<file path="config.mk">
export PLATFORM = sky130hd
export DESIGN_NAME = ahb_slave_i2c_fe_flat
export DESIGN_NICKNAME = d
export VERILOG_FILES = /design/src/rtl/ahb_slave_i2c_fe_pkg.sv /design/src/rtl/ahb_slave_i2c_fe_if.sv /design/src/rtl/ahb_slave_i2c_fe_fifo.sv /design/src/rtl/ahb_slave_i2c_fe.sv /design/src/flat_wrapper.sv
export SDC_FILE = /design/constraint.sdc
export NUM_CORES = 1
export LEC_CHECK = 0
export ABC_AREA = 1
export CAP_MARGIN = 20
export CELL_PAD_IN_SITES_DETAIL_PLACEMENT = 1
export CELL_PAD_IN_SITES_GLOBAL_PLACEMENT = 1
export CORE_MARGIN = 5
export CORE_UTILIZATION = 40
export DETAILED_ROUTE_END_ITERATION = 6
export PLACE_DENSITY_LB_ADDON = 0.1
export SETUP_SLACK_MARGIN = 0.05
export SYNTH_ARGS = -nofsm -noshare
export SYNTH_HDL_FRONTEND = slang
export SYNTH_HIERARCHICAL = 1
export SYNTH_SLANG_ARGS = --single-unit
</file>
<file path="constraint.sdc">
create_clock -name Hclk -period 5.7 [get_ports Hclk]
set_input_delay 0.57 -clock Hclk [delete_from_list [all_inputs] [get_ports Hclk]]
set_output_delay 0.57 -clock Hclk [all_outputs]
set_load 0.03 [all_outputs]
</file>
<file path="src/rtl/ahb_slave_i2c_fe_pkg.sv">
// Shared encodings, register offsets and FSM state type for the AHB-to-I2C front end.
package ahb_pkg;

  localparam logic [1:0] HTRANS_IDLE   = 2'b00;
  localparam logic [1:0] HTRANS_BUSY   = 2'b01;
  localparam logic [1:0] HTRANS_NONSEQ = 2'b10;
  localparam logic [1:0] HTRANS_SEQ    = 2'b11;

  localparam logic HRESP_OKAY  = 1'b0;
  localparam logic HRESP_ERROR = 1'b1;

  localparam logic [2:0] HSIZE_WORD = 3'b010;

  localparam logic [3:0] REG_TXDATA = 4'h0;
  localparam logic [3:0] REG_STATUS = 4'h4;
  localparam logic [3:0] REG_RXDATA = 4'h8;
  localparam logic [3:0] REG_CTRL   = 4'hC;

  typedef enum logic [2:0] {
    ST_IDLE,
    ST_DATA,
    ST_WAIT,
    ST_ERR1,
    ST_ERR2
  } state_t;

  function automatic logic htrans_active(input logic [1:0] trans);
    logic act;
    act = 1'b0;
    case (trans)
      HTRANS_IDLE, HTRANS_BUSY:  act = 1'b0;
      HTRANS_NONSEQ, HTRANS_SEQ: act = 1'b1;
      default:                   act = 1'b0;
    endcase
    return act;
  endfunction

  function automatic logic is_legal(input logic [2:0] size, input logic [3:0] addr,
                                    input logic write);
    return (size == HSIZE_WORD) && (addr[1:0] == 2'b00) &&
           !(write && ((addr == REG_STATUS) || (addr == REG_RXDATA)));
  endfunction

endpackage

</file>
<file path="src/rtl/ahb_slave_i2c_fe_if.sv">
// AHB-Lite slave-side bus bundle for the I2C front end.
interface ahb_slave_i2c_fe_if #(
  parameter int DATA_W = 32
);
  logic              hsel;
  logic [31:0]       haddr;
  logic              hwrite;
  logic [1:0]        htrans;
  logic [2:0]        hsize;
  logic [2:0]        hburst;
  logic [DATA_W-1:0] hwdata;
  logic              hready_in;
  logic              hreadyout;
  logic              hresp;
  logic [DATA_W-1:0] hrdata;

  modport slave (
    input  hsel, haddr, hwrite, htrans, hsize, hburst, hwdata, hready_in,
    output hreadyout, hresp, hrdata
  );

  modport master (
    output hsel, haddr, hwrite, htrans, hsize, hburst, hwdata, hready_in,
    input  hreadyout, hresp, hrdata
  );
endinterface

</file>
<file path="src/rtl/ahb_slave_i2c_fe_fifo.sv">
// TX word FIFO; power-of-two depth so pointers wrap by natural overflow.
module ahb_slv_fifo #(
  parameter int DEPTH = 4,
  parameter int WIDTH = 32
) (
  input  logic                     clk,
  input  logic                     rst,
  input  logic                     push,
  input  logic                     pop,
  input  logic [WIDTH-1:0]         wdata,
  output logic [WIDTH-1:0]         rdata,
  output logic                     full,
  output logic                     empty,
  output logic [$clog2(DEPTH):0]   count
);
  localparam int AW = $clog2(DEPTH);
  localparam int CW = AW + 1;

  logic [WIDTH-1:0] mem [DEPTH];
  logic [AW-1:0]    wr_ptr_q, rd_ptr_q;
  logic [CW-1:0]    count_q, count_d;
  logic             do_push, do_pop;

  assign full    = (count_q == CW'(DEPTH));
  assign empty   = (count_q == '0);
  assign count   = count_q;
  assign rdata   = mem[rd_ptr_q];
  assign do_push = push & ~full;
  assign do_pop  = pop & ~empty;

  always_comb begin
    count_d = count_q;
    case ({do_push, do_pop})
      2'b10:   count_d = count_q + CW'(1);
      2'b01:   count_d = count_q - CW'(1);
      default: count_d = count_q;
    endcase
  end

  always_ff @(posedge clk) begin
    if (rst) begin
      wr_ptr_q <= '0;
      rd_ptr_q <= '0;
      count_q  <= '0;
    end else begin
      if (do_push) wr_ptr_q <= wr_ptr_q + AW'(1);
      if (do_pop)  rd_ptr_q <= rd_ptr_q + AW'(1);
      count_q <= count_d;
    end
  end

  always_ff @(posedge clk) begin
    if (do_push) mem[wr_ptr_q] <= wdata;
  end
endmodule

</file>
<file path="src/rtl/ahb_slave_i2c_fe.sv">
// AHB-Lite register front end for an I2C engine: TX FIFO, RX byte, CTRL and STATUS.
// Define AHB_SLV_ERR_RESP_EN to answer illegal transfers with a two-cycle ERROR.
//   state | meaning
//   IDLE  | no data phase pending
//   DATA  | data phase of a captured transfer
//   WAIT  | TXDATA write stalled on a full FIFO
//   ERR1  | first ERROR cycle (hreadyout low)
//   ERR2  | second ERROR cycle (hreadyout high)
module ahb_slave_i2c_fe
  import ahb_pkg::*;
#(
  parameter int FIFO_DEPTH = 4,
  parameter int DATA_W     = 32
) (
  input  logic              Hclk,
  input  logic              Hreset,
  ahb_slave_i2c_fe_if.slave bus,
  output logic [DATA_W-1:0] tx_data,
  output logic              tx_valid,
  input  logic              tx_ready,
  input  logic [7:0]        rx_byte,
  input  logic              rx_load,
  output logic [7:0]        i2c_ctrl
);
  localparam int CW = $clog2(FIFO_DEPTH) + 1;

  state_t            state_q, state_d;
  logic [3:0]        addr_q, addr_d;
  logic              write_q, write_d, legal_q, legal_d;
  logic [7:0]        ctrl_q, rx_reg_q;
  logic              rx_valid_q;
  logic              push, ctrl_we, rx_rd, capture, phase_done, is_tx;
  logic              fifo_full, fifo_empty;
  logic [CW-1:0]     fifo_count;
  logic [7:0]        count_w;
  logic [2:0]        count_sat;
  logic [DATA_W-1:0] reg_rdata;
  logic              unused_bits;

  assign unused_bits = ^{bus.haddr[31:4], bus.hburst};
  assign capture     = bus.hsel & bus.hready_in & htrans_active(bus.htrans);
  assign count_w     = 8'(fifo_count);
  assign count_sat   = (count_w > 8'd7) ? 3'd7 : count_w[2:0];
  assign is_tx       = legal_q & write_q & (addr_q == REG_TXDATA);
  assign tx_valid    = ~fifo_empty;
  assign i2c_ctrl    = ctrl_q;

  always_comb begin
    reg_rdata = '0;
    case (addr_q)
      REG_STATUS: reg_rdata = DATA_W'({26'b0, rx_valid_q, fifo_empty, fifo_full, count_sat});
      REG_RXDATA: reg_rdata = DATA_W'({24'b0, rx_reg_q});
      REG_CTRL:   reg_rdata = DATA_W'({24'b0, ctrl_q});
      default:    reg_rdata = '0;
    endcase
  end

  always_comb begin
    state_d       = state_q;
    addr_d        = addr_q;
    write_d       = write_q;
    legal_d       = legal_q;
    push          = 1'b0;
    ctrl_we       = 1'b0;
    rx_rd         = 1'b0;
    phase_done    = 1'b0;
    bus.hreadyout = 1'b1;
    bus.hresp     = HRESP_OKAY;
    bus.hrdata    = '0;
    case (state_q)
      ST_IDLE: phase_done = 1'b1;
      ST_DATA: begin
        if (is_tx && fifo_full) begin
          bus.hreadyout = 1'b0;
          state_d       = ST_WAIT;
        end else begin
          phase_done = 1'b1;
          push       = is_tx;
          ctrl_we    = legal_q & write_q & (addr_q == REG_CTRL);
          rx_rd      = legal_q & ~write_q & (addr_q == REG_RXDATA);
          if (legal_q && !write_q) bus.hrdata = reg_rdata;
        end
      end
      ST_WAIT: begin
        // full is registered, so a pop this cycle only frees us next cycle
        if (fifo_full) begin
          bus.hreadyout = 1'b0;
        end else begin
          push       = 1'b1;
          phase_done = 1'b1;
        end
      end
      ST_ERR1: begin
        bus.hreadyout = 1'b0;
        bus.hresp     = HRESP_ERROR;
        state_d       = ST_ERR2;
      end
      ST_ERR2: begin
        bus.hresp = HRESP_ERROR;
        state_d   = ST_IDLE;
      end
      default: state_d = ST_IDLE;
    endcase
    if (phase_done) begin
      state_d = ST_IDLE;
      if (capture) begin
        addr_d  = bus.haddr[3:0];
        write_d = bus.hwrite;
        legal_d = is_legal(bus.hsize, bus.haddr[3:0], bus.hwrite);
`ifdef AHB_SLV_ERR_RESP_EN
        state_d = legal_d ? ST_DATA : ST_ERR1;
`else
        state_d = ST_DATA;
`endif
      end
    end
  end

  always_ff @(posedge Hclk) begin
    if (Hreset) begin
      state_q    <= ST_IDLE;
      addr_q     <= '0;
      write_q    <= 1'b0;
      legal_q    <= 1'b0;
      ctrl_q     <= '0;
      rx_reg_q   <= '0;
      rx_valid_q <= 1'b0;
    end else begin
      state_q <= state_d;
      addr_q  <= addr_d;
      write_q <= write_d;
      legal_q <= legal_d;
      if (ctrl_we) ctrl_q <= bus.hwdata[7:0];
      // a fresh byte beats the read-clear
      if (rx_load) begin
        rx_reg_q   <= rx_byte;
        rx_valid_q <= 1'b1;
      end else if (rx_rd) begin
        rx_valid_q <= 1'b0;
      end
    end
  end

  ahb_slv_fifo #(
    .DEPTH (FIFO_DEPTH),
    .WIDTH (DATA_W)
  ) u_fifo (
    .clk   (Hclk),
    .rst   (Hreset),
    .push  (push),
    .pop   (tx_ready),
    .wdata (bus.hwdata),
    .rdata (tx_data),
    .full  (fifo_full),
    .empty (fifo_empty),
    .count (fifo_count)
  );
endmodule

</file>
<file path="src/flat_wrapper.sv">
// flat-port wrapper written by rule: the top's interface ports become plain ports
module ahb_slave_i2c_fe_flat import ahb_pkg::*;
#(
  parameter int FIFO_DEPTH = 4,
  parameter int DATA_W     = 32
)
  (Hclk, Hreset, tx_data, tx_valid, tx_ready, rx_byte, rx_load, i2c_ctrl, bus_hsel, bus_haddr, bus_hwrite, bus_htrans, bus_hsize, bus_hburst, bus_hwdata, bus_hready_in, bus_hreadyout, bus_hresp, bus_hrdata);
  ahb_slave_i2c_fe_if #(.DATA_W(DATA_W)) bus_i ();
  input  logic Hclk;
  input  logic Hreset;
  output logic [DATA_W-1:0] tx_data;
  output logic tx_valid;
  input  logic tx_ready;
  input  logic [7:0] rx_byte;
  input  logic rx_load;
  output logic [7:0] i2c_ctrl;
  input wire logic [$bits(bus_i.hsel)-1:0] bus_hsel;
  input wire logic [$bits(bus_i.haddr)-1:0] bus_haddr;
  input wire logic [$bits(bus_i.hwrite)-1:0] bus_hwrite;
  input wire logic [$bits(bus_i.htrans)-1:0] bus_htrans;
  input wire logic [$bits(bus_i.hsize)-1:0] bus_hsize;
  input wire logic [$bits(bus_i.hburst)-1:0] bus_hburst;
  input wire logic [$bits(bus_i.hwdata)-1:0] bus_hwdata;
  input wire logic [$bits(bus_i.hready_in)-1:0] bus_hready_in;
  output wire logic [$bits(bus_i.hreadyout)-1:0] bus_hreadyout;
  output wire logic [$bits(bus_i.hresp)-1:0] bus_hresp;
  output wire logic [$bits(bus_i.hrdata)-1:0] bus_hrdata;
  assign bus_i.hsel = bus_hsel;
  assign bus_i.haddr = bus_haddr;
  assign bus_i.hwrite = bus_hwrite;
  assign bus_i.htrans = bus_htrans;
  assign bus_i.hsize = bus_hsize;
  assign bus_i.hburst = bus_hburst;
  assign bus_i.hwdata = bus_hwdata;
  assign bus_i.hready_in = bus_hready_in;
  assign bus_hreadyout = bus_i.hreadyout;
  assign bus_hresp = bus_i.hresp;
  assign bus_hrdata = bus_i.hrdata;
  ahb_slave_i2c_fe #(.FIFO_DEPTH(FIFO_DEPTH), .DATA_W(DATA_W)) u_core (.Hclk(Hclk), .Hreset(Hreset), .bus(bus_i), .tx_data(tx_data), .tx_valid(tx_valid), .tx_ready(tx_ready), .rx_byte(rx_byte), .rx_load(rx_load), .i2c_ctrl(i2c_ctrl));
endmodule
</file>
Yosys cells after proc, flatten, opt, wreduce, memory -nomap -nowiden --
Memory sizes are Yosys's and may differ from the RTL's. A register that Yosys moved wholly into a read port is not among the register bits. Cells that the tools add are included.
Word-level totals: logic and storage cells 95, input port bits 87, memory bits (writable) 128, memories 1, bits in registers 33
Memory list:
- u_core.u_fifo.mem | depth 4, bits a word 32, read ports 1, clocked after Yosys merged registers in 1, wr ports 1, line ahb_slave_i2c_fe_fifo.sv:19 | logic [WIDTH-1:0] mem [DEPTH];
Operators by class: add/subtract/negate cells 4, bitwise operators 12, order comparisons 1, mux-type cells 28, equality and inequality tests 18, reduce and logical (&&, ||, !) cells 21
Operator list (count):
- 2-to-1 mux 32 bit | 2
- one-hot mux 8 bit (3 select lines) | 1
- 2-to-1 mux 1 bit | 13
- == test 4 bit (second input constant) | 3
- AND 1 bit | 9
- == test 3 x 2 -> 1 bit (second input constant) | 3
- 2-to-1 mux 3 bit | 3
- one-hot mux 3 bit (3 select lines) | 1
- == test 4 x 3 -> 1 bit (second input constant) | 2
- 2-to-1 mux 8 bit | 1
- OR reduction 2 bit | 4
- == test 2 bit (second input constant) | 3
- == test 3 bit (second input constant) | 2
- logical NOT 3 bit | 2
- one-hot mux 1 bit (3 select lines) | 2
- one-hot mux 3 bit (2 select lines) | 1
- logical AND 1 bit | 5
- adder 2 x 1 -> 2 bit (second input constant) | 2
- == test 2 x 1 -> 1 bit (second input constant) | 2
- logical NOT 2 bit | 2
- logical NOT 4 bit | 1
- 2-to-1 mux 2 bit | 2
- one-hot mux 1 bit (2 select lines) | 2
- AND reduction 2 bit | 2
- 10 further kinds | 14

Longest topological paths before layout --
depth after elaboration 8, mapped depth 16, depth with buffers taken out 16

Cells and area by module --
The synthesis kept the hierarchy.
By module, submodules not included:
- ahb_slv_fifo | instances 1, cells each 379, area an instance 5276.3 um2
- ahb_slave_i2c_fe | instances 1, cells each 218, area an instance 1488.9 um2

Worst setup path after synthesis --
OpenSTA, ideal clock, no wires.
path type flip-flop to flip-flop, start reg u_core.u_fifo.count_q[1], in the netlist u_core/u_fifo/count[1], end mem u_core.u_fifo.mem[0][0] (enable), arrival time 2.687 ns, period minus slack after synthesis 3.108 ns, buffers on the path 0, setup slack 2.592 ns, cell stages (with the launch flop) 9, cells stage by stage dfxtp_1 > nor2_2 > nand2_2 > inv_1 > inv_1 > nand4_1 > o21ai_0 > nand2_4 > nor2_1
On the way: longest elaborated chain between the ends 7
Ends and longest elaborated chain:
- from (decl) | line ahb_slave_i2c_fe_fifo.sv:21 | logic [CW-1:0] count_q, count_d;
- from (signal assigned) | line ahb_slave_i2c_fe_fifo.sv:48 | count_q <= count_d;
- == test 3 bit * | line ahb_slave_i2c_fe_fifo.sv:24 | assign full = (count_q == CW'(DEPTH));
- named net u_core.fifo_full | line ahb_slave_i2c_fe.sv:33 | logic fifo_full, fifo_empty;
- logical AND 1 bit | line ahb_slave_i2c_fe.sv:73 | if (is_tx && fifo_full) begin
- 2-to-1 mux 1 bit | line ahb_slave_i2c_fe.sv:73
- one-hot mux 1 bit (2 select lines) * | line ahb_slave_i2c_fe.sv:70 | case (state_q)
- named net u_core.push | line ahb_slave_i2c_fe.sv:32 | logic push, ctrl_we, rx_rd, capture, phase_done, is_tx;
- AND 1 bit * | line ahb_slave_i2c_fe_fifo.sv:28 | assign do_push = push & ~full;
- 2-to-1 mux 1 bit * | line ahb_slave_i2c_fe_fifo.sv:53 | if (do_push) mem[wr_ptr_q] <= wdata;
- 2-to-1 mux 1 bit (implied by the code) * | line ahb_slave_i2c_fe_fifo.sv:53
- to (decl) | line ahb_slave_i2c_fe_fifo.sv:19
The timed path passes the listed nets; every way through them passes the cells marked *.

==> impl.org <==
** STA
- Static timing analysis puts the maximum clock frequency at between 200 and 300 MHz.
- Setup repair after global routing left no endpoint under its margin.
- Transition time at the pin with the least slew margin :: roughly 0.76 ns
- Fin Clk Skew :: ~0.012 ns
- The number of hold violations in the final report came to 0.
- After layout, the worst path uses 59.0% of the clock period.
- After routing, the total negative slack on setup checks comes to 0 ns.
- Setup violations remaining at the end of the flow were counted as 0.
- The worst pin sits at a relative slew slack of 49.1%.
- The number of max-slew violations in the final report is 0.
- Time the final worst path needs with I/O delays and setup :: 3.36 ns

** Drt
- After detailed routing, the number of remaining DRC violations is 0.
- Detailed Route WL :: roughly 17,000 um
- Detailed routing placed a total of roughly 700 um of wire on met3.
- The pre-antenna-repair detailed-routing pass consisted of 4 iterations.
- Routed length per instance :: 17.9 um
- In the final routing, the length of wire on met1 measures 7450 um.
- Via total after detailed routing :: 4,737
- In this run the remaining antenna-violating nets after routing total 0.
- Met2 routed wirelength :: 8400 um
- Vias per inst :: 5.07
- Top layer used by detailed routing :: met4
- Detailed router's first-iteration violation count :: 206

** Global route
- Maximum number of pins on one net before global-route repair :: 65
- First-pass GRT wire length :: about 27,000 um
- Summed over all layers, the global routing overflow is 0.
- Global routing consumed, over all layers together, 17.3% of the routing resources.
- Number of antenna violations at the first check in global routing :: 0
- Number of global-route vias before repair :: roughly 5,300

** Floorplanning
- Core region area :: 16,600 um2
- Row generation in the floorplan step produced 47 rows.
- Once the floorplan was initialized, standard cells occupied 40.8% of the core.
- I/O pin count :: approximately 160
- The floorplan step defined a die boundary enclosing between 15,000 and 20,000 um2.
- Measured along the y axis, the die boundary spans 140 um.
- The floorplan step set the die width to 140 um.

** Worst setup path
- The worst setup path is captured at a primary output.
- The setup path with the least slack is of type reg -> out.
- For the worst setup path, the data arrival time is 2.79 ns.
- Worst-path maximum fanout :: 64
- Worst EP required :: 5.13 ns
- The worst setup path is launched from a flip-flop.

** Placement
- During placement, the flow inserted port buffers numbering 105.
- Routability-driven placement finished with a final weighted congestion of 0.760.
- Post-detailed-placement half-perimeter wirelength :: 10,900 um

** Synthesis
- Synthesized instance count :: between 500 and 600
- Of all cell types, the one taking the most synthesized area is edfxtp_1.
- Leading register cell type out of synthesis :: edfxtp_1
- The number of different library cells used by synthesis comes to 36.
- Number of synthesized register bits :: 163
- In this run, synthesis inferred 128 flip-flops with an integrated enable.
- Yosys warning total :: 6
- Top cells by area in the synthesized netlist :: edfxtp_1 57%, dfxtp_1 10%, nor2_1 5.8%
- In the synthesized netlist the async set-or-reset flop fraction comes to 0%.
- After synthesis the cells add up to approximately 6800 um2.
- Top cell type's share of synthesized area :: a little under three fifths
- Of the synthesized area, sequential elements account for around two thirds.
- Syn_area_per_cell :: 11.3 um2

** Cells and area
- The area growth from synthesis to layout is 26.2%.
- The post-route netlist has between 7 and 8% of its cells at a drive strength greater than 1.
- Final core occ :: 51.5%
- Number of nets in the final layout :: approximately 800
- The repair_antennas step left the layout with diodes totalling 0.

** Clock tree
- Post-CTS repair changed the size of 0 cells.
- Number of setup buffers added after CTS :: 0
- Clock latency on the worst-skew pair, taken at its later pin, is 0.42 ns.
- Root Buffer Master :: clkbuf_16
- Clock tree synthesis found a total of between 150 and 200 sinks.
- Clock buffers created by TritonCTS :: 17
- CTS max path bufs :: 2
- After clock tree synthesis, the clock-pin slew on the worst setup and hold paths is 0.06 ns.
- Deepest level of the CTS H-tree :: 4
- The number of hold buffers added after CTS was 0.
- TritonCTS clock tree :: done

** Job
- Max-cap check violation count :: 0

** Power
- Peak VDD IR :: 0.245 mV
- In this run the power density over the cells is 370 nW/um2.
- Leakage dissipation :: 2.96 nW

** Worst hold path
- Worst min-delay path category :: reg -> reg

** Outcome
- Result of the run :: complete, no violations
area by class of cell:
cell class	count	area, um2
fillers	1774	8050
flip-flops and latches	163	4550
multi-input cells	369	1810
repair buffers	111	1150
clock buffers	18	429
well taps	220	275
inverters	40	163
clock inverters	13	159
synthesized netlist by cell type, types with 2 or more instances:
cell type    n
buf_2        6
nor3_4       2
inv_1       35
ha_1         5
buf_4       27
o22ai_1     32
nand2_2      2
clkbuf_1     5
buf_6       10
nand2_1     66
a21oi_1     22
edfxtp_1   128
dfxtp_1     35
inv_2        3
o21ai_0     48
nor2_1     105
nand3_1     15
a31oi_1      6
o21ai_1     28
worst max-delay path, stage by stage, from the launching register on:
cell,delay (ns)
dfxtp_2,0.67
buf_4,0.49
inv_8,0.23
o21ai_0,0.23
o22ai_1,0.09
clkdlybuf4s50_1,0.62
placed cells by master, fill, tap and decap left out, drive strengths merged:
master         synthesis  layout
a211oi                 1       1
a21oi                 23      23
a31oi                  6       6
and3                   1       1
buf                   43       6
bufinv                 0       3
clkbuf                 5      18
clkdlybuf4s50          0     105
clkinv                 1       7
clkinvlp               0       2
conb                   1      24
dfxtp                 35      35
edfxtp               128     128
fa                     1       1
ha                     5       5
inv                   39      41
nand2                 69      69
nand3                 17      17
nand4                  2       2
nor2                 106     106
nor3                   4       4
nor3b                  1       1
o2111ai                1       1
o21ai                 76      76
o22ai                 32      32
per-stage QoR:
stage	area (um2)	instances	hold slack, ns	total power, mW	worst slack [ns]
2_1_floorplan	6850	620	0.452	1.82	2.59
3_3_place_gp	7860	899	0.465	2.02	2.81
3_5_place_dp	7890	900	0.482	2.04	2.73
4_1_cts	8480	931	0.497	3.19	2.27
5_1_grt	8540	934	0.523	3.29	2.12
6_report	8540	934	0.493	3.15	2.34
state kept, by name (all words and copies together) (netlist names), 2 cells and up, named ones only:
signal and cells:
u_core/state_q 3, u_core/addr_q 4, u_core/u_fifo/rd_ptr_q 2, u_core/u_fifo/mem 128, u_core/u_fifo/count 3, u_core/rx_reg_q 8
u_core/u_fifo/wr_ptr_q 2, u_core/i2c_ctrl 8
cell families (layout without fill, tap and decap cells):
kind of cell / count (synthesis) / count (layout) / synth area share [%]
AOI/OAI and AO/OA: 139 / 139 / 11.1
other: 1 / 24 / 0.0554
and+or+nand+nor: 200 / 200 / 12.6
buffers and inverters: 88 / 182 / 7.79
adders and majority gates: 6 / 6 / 1.22
DFF: 163 / 163 / 67.2
metal layers:
layer,up-vias,track usage (%)
li1,2261,-
met3,11,4.23
met4,0,6.43
met2,119,29.7
met1,2346,21.3
met5,-,0
where the power goes:
part | switching (mW) | total (mW) | internal (mW)
Combinational | 0.432 | 0.671 | 0.239
Clock | 0.458 | 1.14 | 0.686
Sequential | 0.0335 | 1.34 | 1.31
Total | 0.923 | 3.15 | 2.23
path summary, 6_finish.rpt:
| path | startpoint | end | slack (ns) | cells past startpoint |
|---|---|---|---|---|
| setup reg to reg | u_core/u_fifo/count[1] | u_core/u_fifo/mem[0][2] | 3.01 | 9 |
| hold reg to reg | u_core/i2c_ctrl[6] | u_core/i2c_ctrl[6] | 0.49 | 2 |
| hold / removal | u_core/i2c_ctrl[6] | u_core/i2c_ctrl[6] | 0.49 | 2 |
| setup / recovery | flip-flop | tx_data[1] | 2.34 | 5 |
No activity file was read; power rests on OpenSTA's default activity.
